==> src/rtl/game_pkg.sv <==
// Shared game definitions: heading encoding, motion FSM states, winner codes
// and the playfield size that the drawing logic also relies on.
package game_pkg;

  localparam int GAME_GRID_W = 64;
  localparam int GAME_GRID_H = 48;
  localparam int POS_W       = 6;

  typedef enum logic [2:0] {
    WAIT  = 3'd0,
    RIGHT = 3'd1,
    DOWN  = 3'd2,
    LEFT  = 3'd3,
    UP    = 3'd4
  } directions;

  typedef enum logic [1:0] {
    IDLE = 2'd0,
    RUN  = 2'd1,
    OVER = 2'd2
  } motion_state_t;

  // Bit 1 set = player 1 lost, bit 0 set = player 2 lost.
  localparam logic [1:0] WIN_NONE = 2'b00;
  localparam logic [1:0] WIN_P1   = 2'b01;
  localparam logic [1:0] WIN_P2   = 2'b10;
  localparam logic [1:0] WIN_DRAW = 2'b11;

endpackage

==> src/rtl/step_calc.sv <==
// Combinational one-cell move for a single player head, with wall detection.
// On a wall hit the position is held so it never leaves the playfield.
module step_calc
  import game_pkg::*;
#(
  parameter int GRID_W = GAME_GRID_W,
  parameter int GRID_H = GAME_GRID_H
) (
  input  directions          dir,
  input  logic [POS_W-1:0]   x,
  input  logic [POS_W-1:0]   y,
  output logic [POS_W-1:0]   nx,
  output logic [POS_W-1:0]   ny,
  output logic               wall
);

  localparam logic [POS_W-1:0] X_MAX = POS_W'(GRID_W - 1);
  localparam logic [POS_W-1:0] Y_MAX = POS_W'(GRID_H - 1);
  localparam logic [POS_W-1:0] ONE   = POS_W'(1);

  always_comb begin
    nx   = x;
    ny   = y;
    wall = 1'b0;
    case (dir)
      RIGHT: if (x == X_MAX) wall = 1'b1; else nx = x + ONE;
      LEFT:  if (x == '0)    wall = 1'b1; else nx = x - ONE;
      DOWN:  if (y == Y_MAX) wall = 1'b1; else ny = y + ONE;
      UP:    if (y == '0)    wall = 1'b1; else ny = y - ONE;
      default: ;
    endcase
  end

endmodule

==> src/rtl/player_motion.sv <==
// Two-player head movement: steps both heads once per STEP_CYCLES clocks while
// running, resolves wall and head-to-head collisions, and latches the winner.
module player_motion
  import game_pkg::*;
#(
  parameter int STEP_CYCLES = 8_125_000,
  parameter int GRID_W      = GAME_GRID_W,
  parameter int GRID_H      = GAME_GRID_H,
  parameter int START_X_1   = 16,
  parameter int START_Y_1   = 24,
  parameter int START_X_2   = 47,
  parameter int START_Y_2   = 24
) (
  input  logic              clk,
  input  logic              rst,
  input  logic              enable,
  input  directions         direction_1,
  input  directions         direction_2,
  output logic [POS_W-1:0]  pos_x_1,
  output logic [POS_W-1:0]  pos_y_1,
  output logic [POS_W-1:0]  pos_x_2,
  output logic [POS_W-1:0]  pos_y_2,
  output logic              step_pulse,
  output logic              game_over,
  output logic [1:0]        winner
);

  localparam int CNT_W = (STEP_CYCLES > 1) ? $clog2(STEP_CYCLES) : 1;
  localparam logic [CNT_W-1:0] LAST = CNT_W'(STEP_CYCLES - 1);
  localparam logic [CNT_W-1:0] CNT_ONE = CNT_W'(1);

  localparam logic [POS_W-1:0] SX1 = POS_W'(START_X_1);
  localparam logic [POS_W-1:0] SY1 = POS_W'(START_Y_1);
  localparam logic [POS_W-1:0] SX2 = POS_W'(START_X_2);
  localparam logic [POS_W-1:0] SY2 = POS_W'(START_Y_2);

  motion_state_t     state, next_state;
  logic [CNT_W-1:0]  tick_cnt;
  logic [POS_W-1:0]  nx1, ny1, nx2, ny2;
  logic              wall_1, wall_2, head, lose_1, lose_2, any_loss, tick;

  step_calc #(.GRID_W(GRID_W), .GRID_H(GRID_H)) u_step_1 (
    .dir (direction_1),
    .x   (pos_x_1),
    .y   (pos_y_1),
    .nx  (nx1),
    .ny  (ny1),
    .wall(wall_1)
  );

  step_calc #(.GRID_W(GRID_W), .GRID_H(GRID_H)) u_step_2 (
    .dir (direction_2),
    .x   (pos_x_2),
    .y   (pos_y_2),
    .nx  (nx2),
    .ny  (ny2),
    .wall(wall_2)
  );

  // Same target cell, or the two heads passing through each other.
  assign head = ((nx1 == nx2) && (ny1 == ny2)) ||
                ((nx1 == pos_x_2) && (ny1 == pos_y_2) &&
                 (nx2 == pos_x_1) && (ny2 == pos_y_1));
  assign lose_1   = wall_1 | head;
  assign lose_2   = wall_2 | head;
  assign any_loss = lose_1 | lose_2;

  // A dropping enable overrides a coincident step.
  assign tick = (state == RUN) && enable && (tick_cnt == LAST);

  always_ff @(posedge clk or negedge rst) begin
    if (!rst) state <= IDLE;
    else      state <= next_state;
  end

  always_comb begin
    next_state = state;
    case (state)
      IDLE:    if (enable) next_state = RUN;
      RUN: begin
        if (!enable)              next_state = IDLE;
        else if (tick && any_loss) next_state = OVER;
      end
      OVER:    if (!enable) next_state = IDLE;
      default: next_state = IDLE;
    endcase
  end

  always_comb begin
    game_over = (state == OVER);
  end

  always_ff @(posedge clk or negedge rst) begin
    if (!rst) begin
      tick_cnt   <= '0;
      pos_x_1    <= SX1;
      pos_y_1    <= SY1;
      pos_x_2    <= SX2;
      pos_y_2    <= SY2;
      step_pulse <= 1'b0;
      winner     <= WIN_NONE;
    end else begin
      step_pulse <= 1'b0;
      if (next_state == IDLE) begin
        tick_cnt <= '0;
        pos_x_1  <= SX1;
        pos_y_1  <= SY1;
        pos_x_2  <= SX2;
        pos_y_2  <= SY2;
        winner   <= WIN_NONE;
      end else if (state == RUN) begin
        if (tick) begin
          tick_cnt <= '0;
          if (any_loss) begin
            winner <= {lose_1, lose_2};
          end else begin
            pos_x_1    <= nx1;
            pos_y_1    <= ny1;
            pos_x_2    <= nx2;
            pos_y_2    <= ny2;
            step_pulse <= 1'b1;
          end
        end else begin
          tick_cnt <= tick_cnt + CNT_ONE;
        end
      end
    end
  end

endmodule

==> config.mk <==
export PLATFORM = sky130hd
export DESIGN_NAME = player_motion
export DESIGN_NICKNAME = d
export VERILOG_FILES = /design/src/rtl/game_pkg.sv /design/src/rtl/step_calc.sv /design/src/rtl/player_motion.sv
export SDC_FILE = /design/constraint.sdc
export NUM_CORES = 1
export LEC_CHECK = 0
export BUFFER_PORTS_ARGS = -buffer_cell sky130_fd_sc_hd__buf_2
export CAP_MARGIN = 5
export CORE_MARGIN = 5
export CORE_UTILIZATION = 45
export DETAILED_ROUTE_END_ITERATION = 7
export PLACE_DENSITY = 0.63
export SKIP_CTS_REPAIR_TIMING = 1
export SLEW_MARGIN = 15
export SYNTH_ARGS = -nofsm -noshare
export SYNTH_HDL_FRONTEND = slang
export SYNTH_HIERARCHICAL = 1
export SYNTH_SLANG_ARGS = --single-unit
==> constraint.sdc <==
create_clock -name clk -period 4.55 [get_ports clk]
set_input_delay 0.2275 -clock clk [delete_from_list [all_inputs] [get_ports clk]]
set_output_delay 0.2275 -clock clk [all_outputs]
set_load 0.03 [all_outputs]
==> qor.yml, run 1 <==
status: "complete, no violations"
die_h_um: 107
cp_max_fo: 24
cp.required_ns: 4.79
drt_first_iter_violations: 213
rsz0062_at_grt: "no"
syn_area_um2: 4260
drive_above_1_share: 0.144
mostFrequentLayoutCell: "dfrtp_1"
core_area_um2: 9240
clockRootBuffer: "clkbuf_8"
grt_max_degree: 53
endpoint_kind: "register"
place_ws_ns: 0.708
multi_input_area_um2: 2730
fin_util: 0.499
setup_tns_ns: 0
worst_slew_pin_slew_ns: 1.00
synthToLayoutAreaGrowth_pct: 8.14
gp_congestion: 0.914
grt_pass1_vias: 3669
n_fill_cell: 882
path_clk_slew_ns: 0.10
hold_viol: 0
ios: 37
drtAntennaViolNets: 0
r2r_slack_ns: 0.65
ys_ff_latch: 52
die_w_um: 107
vias_per_cell: 6.03
grt_pass1_wl_um: 17900
start_util: 0.461
layout_common_cells: "dfrtp_1, nand2_1, buf_2"
worstSetupPathType: "register to register"
max_slew_margin: 0.322
drt_pre_antenna_iters: 4
groute.usage.overall: 0.187
insertion_delay_ns: 0.31
netlist.area_leader.share: 0.247
slew_violations: 0
grt.overflow.total: 0
drc: 0
cp-start-kind: "register"
yosysSeqAreaShare: 0.308
fp-row-count: 35
peakVddDrop_v: 0.000124
cts_tree: "built"
hold_path.class: "primary input to async pin"
port_buffers: 36
n_antenna_cell: 0
dp_hpwl_um: 7900
antenna_found_initial: 0
vias: 3950
synth.distinct_cells: 63
numCtsBuffers: 5
synth_fp_nets: 524
clk_path_buf_depth: 2
synth_edf_count: 0
powerDensity_nw_per_um2: 179
routed_wl_um: 10800
period_minus_slack_ns: 3.90
critical_path_arrival_ns: 4.14
syn_inst: 504
clock-sinks: 52
skew_ns: 0.0114
ys_warn_count: 6
post-route-period-util: 0.856
wl_per_cell_um: 16.4
seqCellArea_um2: 1310
num-nets-final: 545
setup_viol: 0
p_leak_nw: 1.89
synth.largest_area_cell: "dfrtp_1"
synth-main-ff-cell: "dfrtp_1"
drv_cap: 0
die_area_um2: 11500
whs_ns: 0.0173
syn_area_per_cell_um2: 8.45
fmax_mhz: 257
synthTopCellsByArea: "dfrtp_1, xor2_1, dfstp_2"
ys_async_sr_fraction: 1.00
fin_ws_ns: 0.654
htreeDepth: 2
## sequential cells by signal, summed over array words and instances, names as in the netlist
name and cells:
tick_cnt 23, pos_y_2 6, step_pulse 1, state 2, pos_x_1 6, winner 2
pos_y_1 6, pos_x_2 6
## cell usage after synthesis, drive strengths merged (6+ instances only)
cell type / number
nor4: 9
nand3: 26
buf: 12
a32o: 15
or3: 8
inv: 23
ha: 11
o31ai: 9
or4: 6
o21ai: 28
xnor2: 20
nor3: 20
nand2: 36
nor2b: 9
xor2: 31
nand4: 19
nor2: 32
nand2b: 8
dfstp: 10
nor3b: 8
a2bb2oi: 10
a21oi: 20
clkbuf: 16
dfrtp: 42
## layer usage
metal | up-vias | share of wire | track usage
met5 | - | 0 | 0
met4 | 0 | 0.0070 | 0.0338
met3 | 9 | 0.036 | 0.0228
met2 | 80 | 0.50 | 0.328
met1 | 1938 | 0.46 | 0.248
li1 | 1923 | - | -
## final timing paths
| kind | start | end | cells after the start |
|---|---|---|---|
| setup / recovery | pos_y_2[0] | pos_x_1[5] | 13 |
| hold / removal | rst | step_pulse | 2 |
| setup reg to reg | pos_y_2[0] | pos_x_1[5] | 13 |
| hold reg to reg | tick_cnt[17] | tick_cnt[17] | 1 |
| max in group asynchronous | rst | tick_cnt[22] | 2 |
| min in group clk | enable | state[1] | 2 |
## final cells by class
cell class,count,share of cell area
multi-input combinational,401,0.593
sequential,52,0.285
timing repair buffer,42,0.0489
tap,129,0.0350
inverter,23,0.0187
clock buffer,6,0.0158
clock inverter,2,0.00353
## worst max-delay path, cell delays in order, from the launching register on
cell	delay (ns)
dfrtp_1	0.50
inv_1	0.16
ha_1	0.15
or4b_4	0.48
o21a_1	0.25
nand4b_1	0.13
o311ai_0	0.33
xor2_1	0.27
nor4_1	0.36
nand4_1	0.18
o211a_1	0.38
o21ai_2	0.18
buf_4	0.28
a32o_1	0.16
## through the flow
stage	total power, mW	cells	instance area (um2)
after floorplan	0.536	504	4260
after global placement	0.564	647	4510
after detailed placement	0.566	647	4510
after CTS	0.830	655	4600
after global routing	0.867	655	4610
final	0.825	655	4610
## power by group
group	switching [mW]	internal, mW
sequential	0.00215	0.464
clock	0.158	0.110
combinational	0.0605	0.0306
total	0.220	0.605
## cell families after synthesis
kind of cell / Yosys count / share of synthesized area
xor+xnor: 51 / 0.105
simple gates: 201 / 0.265
flops: 52 / 0.308
compound gates: 134 / 0.228
buf+inv: 51 / 0.0514
mux: 4 / 0.00999
fa+ha+maj: 11 / 0.0323
(Power assumes the default switching activity.)
==> inputs of run 2 (changes only) <==
--- a/config.mk
+++ b/config.mk
@@ -11,6 +11,7 @@
 export CORE_UTILIZATION = 45
 export DETAILED_ROUTE_END_ITERATION = 7
 export PLACE_DENSITY = 0.63
+export RECOVER_POWER = 100
 export SKIP_CTS_REPAIR_TIMING = 1
 export SLEW_MARGIN = 15
 export SYNTH_ARGS = -nofsm -noshare
==> qor.yml, run 2 (same netlist as run 1, synthesis figures left out) <==
status: "complete, but fails checks"
violations: "max-capacitance violations, max-slew violations"
fin_cells: 655  # unchanged
synthToLayoutAreaGrowth_pct: 7.28
clk_path_buf_depth: 2  # unchanged
clockRootBuffer: "clkbuf_8"
vias_per_cell: 6.04  # +0.20%
drive_above_1_share: 0.0856  # -0.0589
worst_slew_pin_slew_ns: 2.75  # +1.74 ns
cp-start-kind: "register"
critical_path_arrival_ns: 4.21  # +0.07 ns
gp_congestion: 0.914  # unchanged
grt_pass1_wl_um: 17900  # unchanged
die_w_um: 107  # unchanged
n_antenna_cell: 0  # unchanged
antenna_found_initial: 0  # unchanged
drtAntennaViolNets: 0  # unchanged
routed_wl_um: 10800  # -0.18%
groute.usage.overall: 0.187  # unchanged
powerDensity_nw_per_um2: 180  # +0.54%
met3_usage: 0.0228  # unchanged
dp_hpwl_um: 7900  # unchanged
die_h_um: 107  # unchanged
top_register: "tick_cnt"
post-route-period-util: 0.871  # +0.0148
cp_max_fo: 24  # unchanged
busiest_layer: "met2"
drt_first_iter_violations: 220  # +3.3%
met2_usage: 0.328  # unchanged
numCtsBuffers: 5  # unchanged
slew_violations: 73  # +73
peakVddDrop_v: 0.000124  # +0.30%
largest_reg_flops: 23  # unchanged
fp-row-count: 35  # unchanged
use_met1: 0.248  # unchanged
setup_tns_ns: 0  # unchanged
core_area_um2: 9240  # unchanged
drv_cap: 2  # +2
p_leak_nw: 1.80  # -5.2%
layout_common_cells: "dfrtp_1, nand2_1, nor2_1"
vias: 3958  # +0.20%
start_util: 0.461  # unchanged
grt.overflow.total: 0  # unchanged
setup_viol: 0  # unchanged
hold_viol: 0  # unchanged
cts_tree: "built"
hold_path.class: "primary input to register"
endpoint_kind: "register"
grt_max_degree: 53  # unchanged
rsz0062_at_grt: "no"
skew_ns: 0.0108  # -0.000677 ns
port_buffers: 36  # unchanged
grt_pass1_vias: 3669  # unchanged
die_area_um2: 11500  # unchanged
drc: 0  # unchanged
dp_cells: 647  # unchanged
clock-sinks: 52  # unchanged
mostFrequentLayoutCell: "dfrtp_1"
cp.required_ns: 4.79  # about the same
whs_ns: 0.179  # +0.162 ns
num-nets-final: 545  # unchanged
fmax_mhz: 252  # -1.7%
power_uw: 823  # -0.25%
wl_per_cell_um: 16.4  # -0.18%
path_clk_slew_ns: 0.10  # about the same
worstSetupPathType: "register to register"
insertion_delay_ns: 0.31  # about the same
htreeDepth: 2  # unchanged
drt_pre_antenna_iters: 5  # +1
period_minus_slack_ns: 3.96  # +0.0673 ns
max_slew_margin: -0.831  # -1.15
ios: 37  # unchanged
==> run 2: cell count changes in the layout (fill, tap and decap cells not counted), sizes merged <==
cell / before / now
buf: 42 / 21
clkbuf: 6 / 27
==> run 2: worst max-delay path, stage by stage, from the launching register on <==
cell and delay, ns:
dfrtp_1 0.50, inv_1 0.16, ha_1 0.16, or4b_4 0.49
o21a_1 0.25, nand4b_1 0.13, o311ai_0 0.33, xor2_1 0.27
nor4_1 0.37, nand4_1 0.18, o211a_1 0.38, o21ai_0 0.23
buf_4 0.30, a32o_1 0.17
==> run 2: final timing paths <==
path                              startpoint  cells after the start           end  slack (ns)
worst max-delay path              pos_y_2[0]                     13    pos_x_1[5]        0.59
worst min-delay path                  enable                      2      state[1]        0.18
worst max register to register    pos_y_2[0]                     13    pos_x_1[5]        0.59
worst min register to register  tick_cnt[22]                      1  tick_cnt[22]        0.50
max in group asynchronous                rst                      2  tick_cnt[11]        2.11
min in group asynchronous                rst                      2    step_pulse        0.87
==> run 2: through the flow <==
step                worst slack (ns)  utilization  cell area, um2
floorplan                       1.04            -            4260
global placement               0.741        0.489            4510
detailed placement             0.708        0.489            4510
CTS                            0.701        0.498            4600
global route                   0.313        0.495            4570
finish                         0.587        0.495            4570
==> run 2: where the power goes <==
part,switching [mW],leakage [nW],internal [mW]
combinational,0.0596,1.08,0.0301
sequential,0.00214,0.677,0.464
clock,0.158,0.0414,0.110
total,0.219,1.80,0.604
==> run 2: area by class of cell <==
class | instances | area (um2)
Fill cell | 894 | 4670
Clock inverter | 2 | 16.3
Multi-Input combinational cell | 401 | 2720
Inverter | 23 | 86.3
Clock buffer | 6 | 72.6
Timing Repair Buffer | 42 | 196
Sequential cell | 52 | 1310
Tap cell | 129 | 161
==> run 2: routing by layer <==
layer,up-vias,share of wire
met2,69,0.51
met3,11,0.032
met1,1955,0.45
li1,1923,-
met5,-,0
met4,0,0.0081
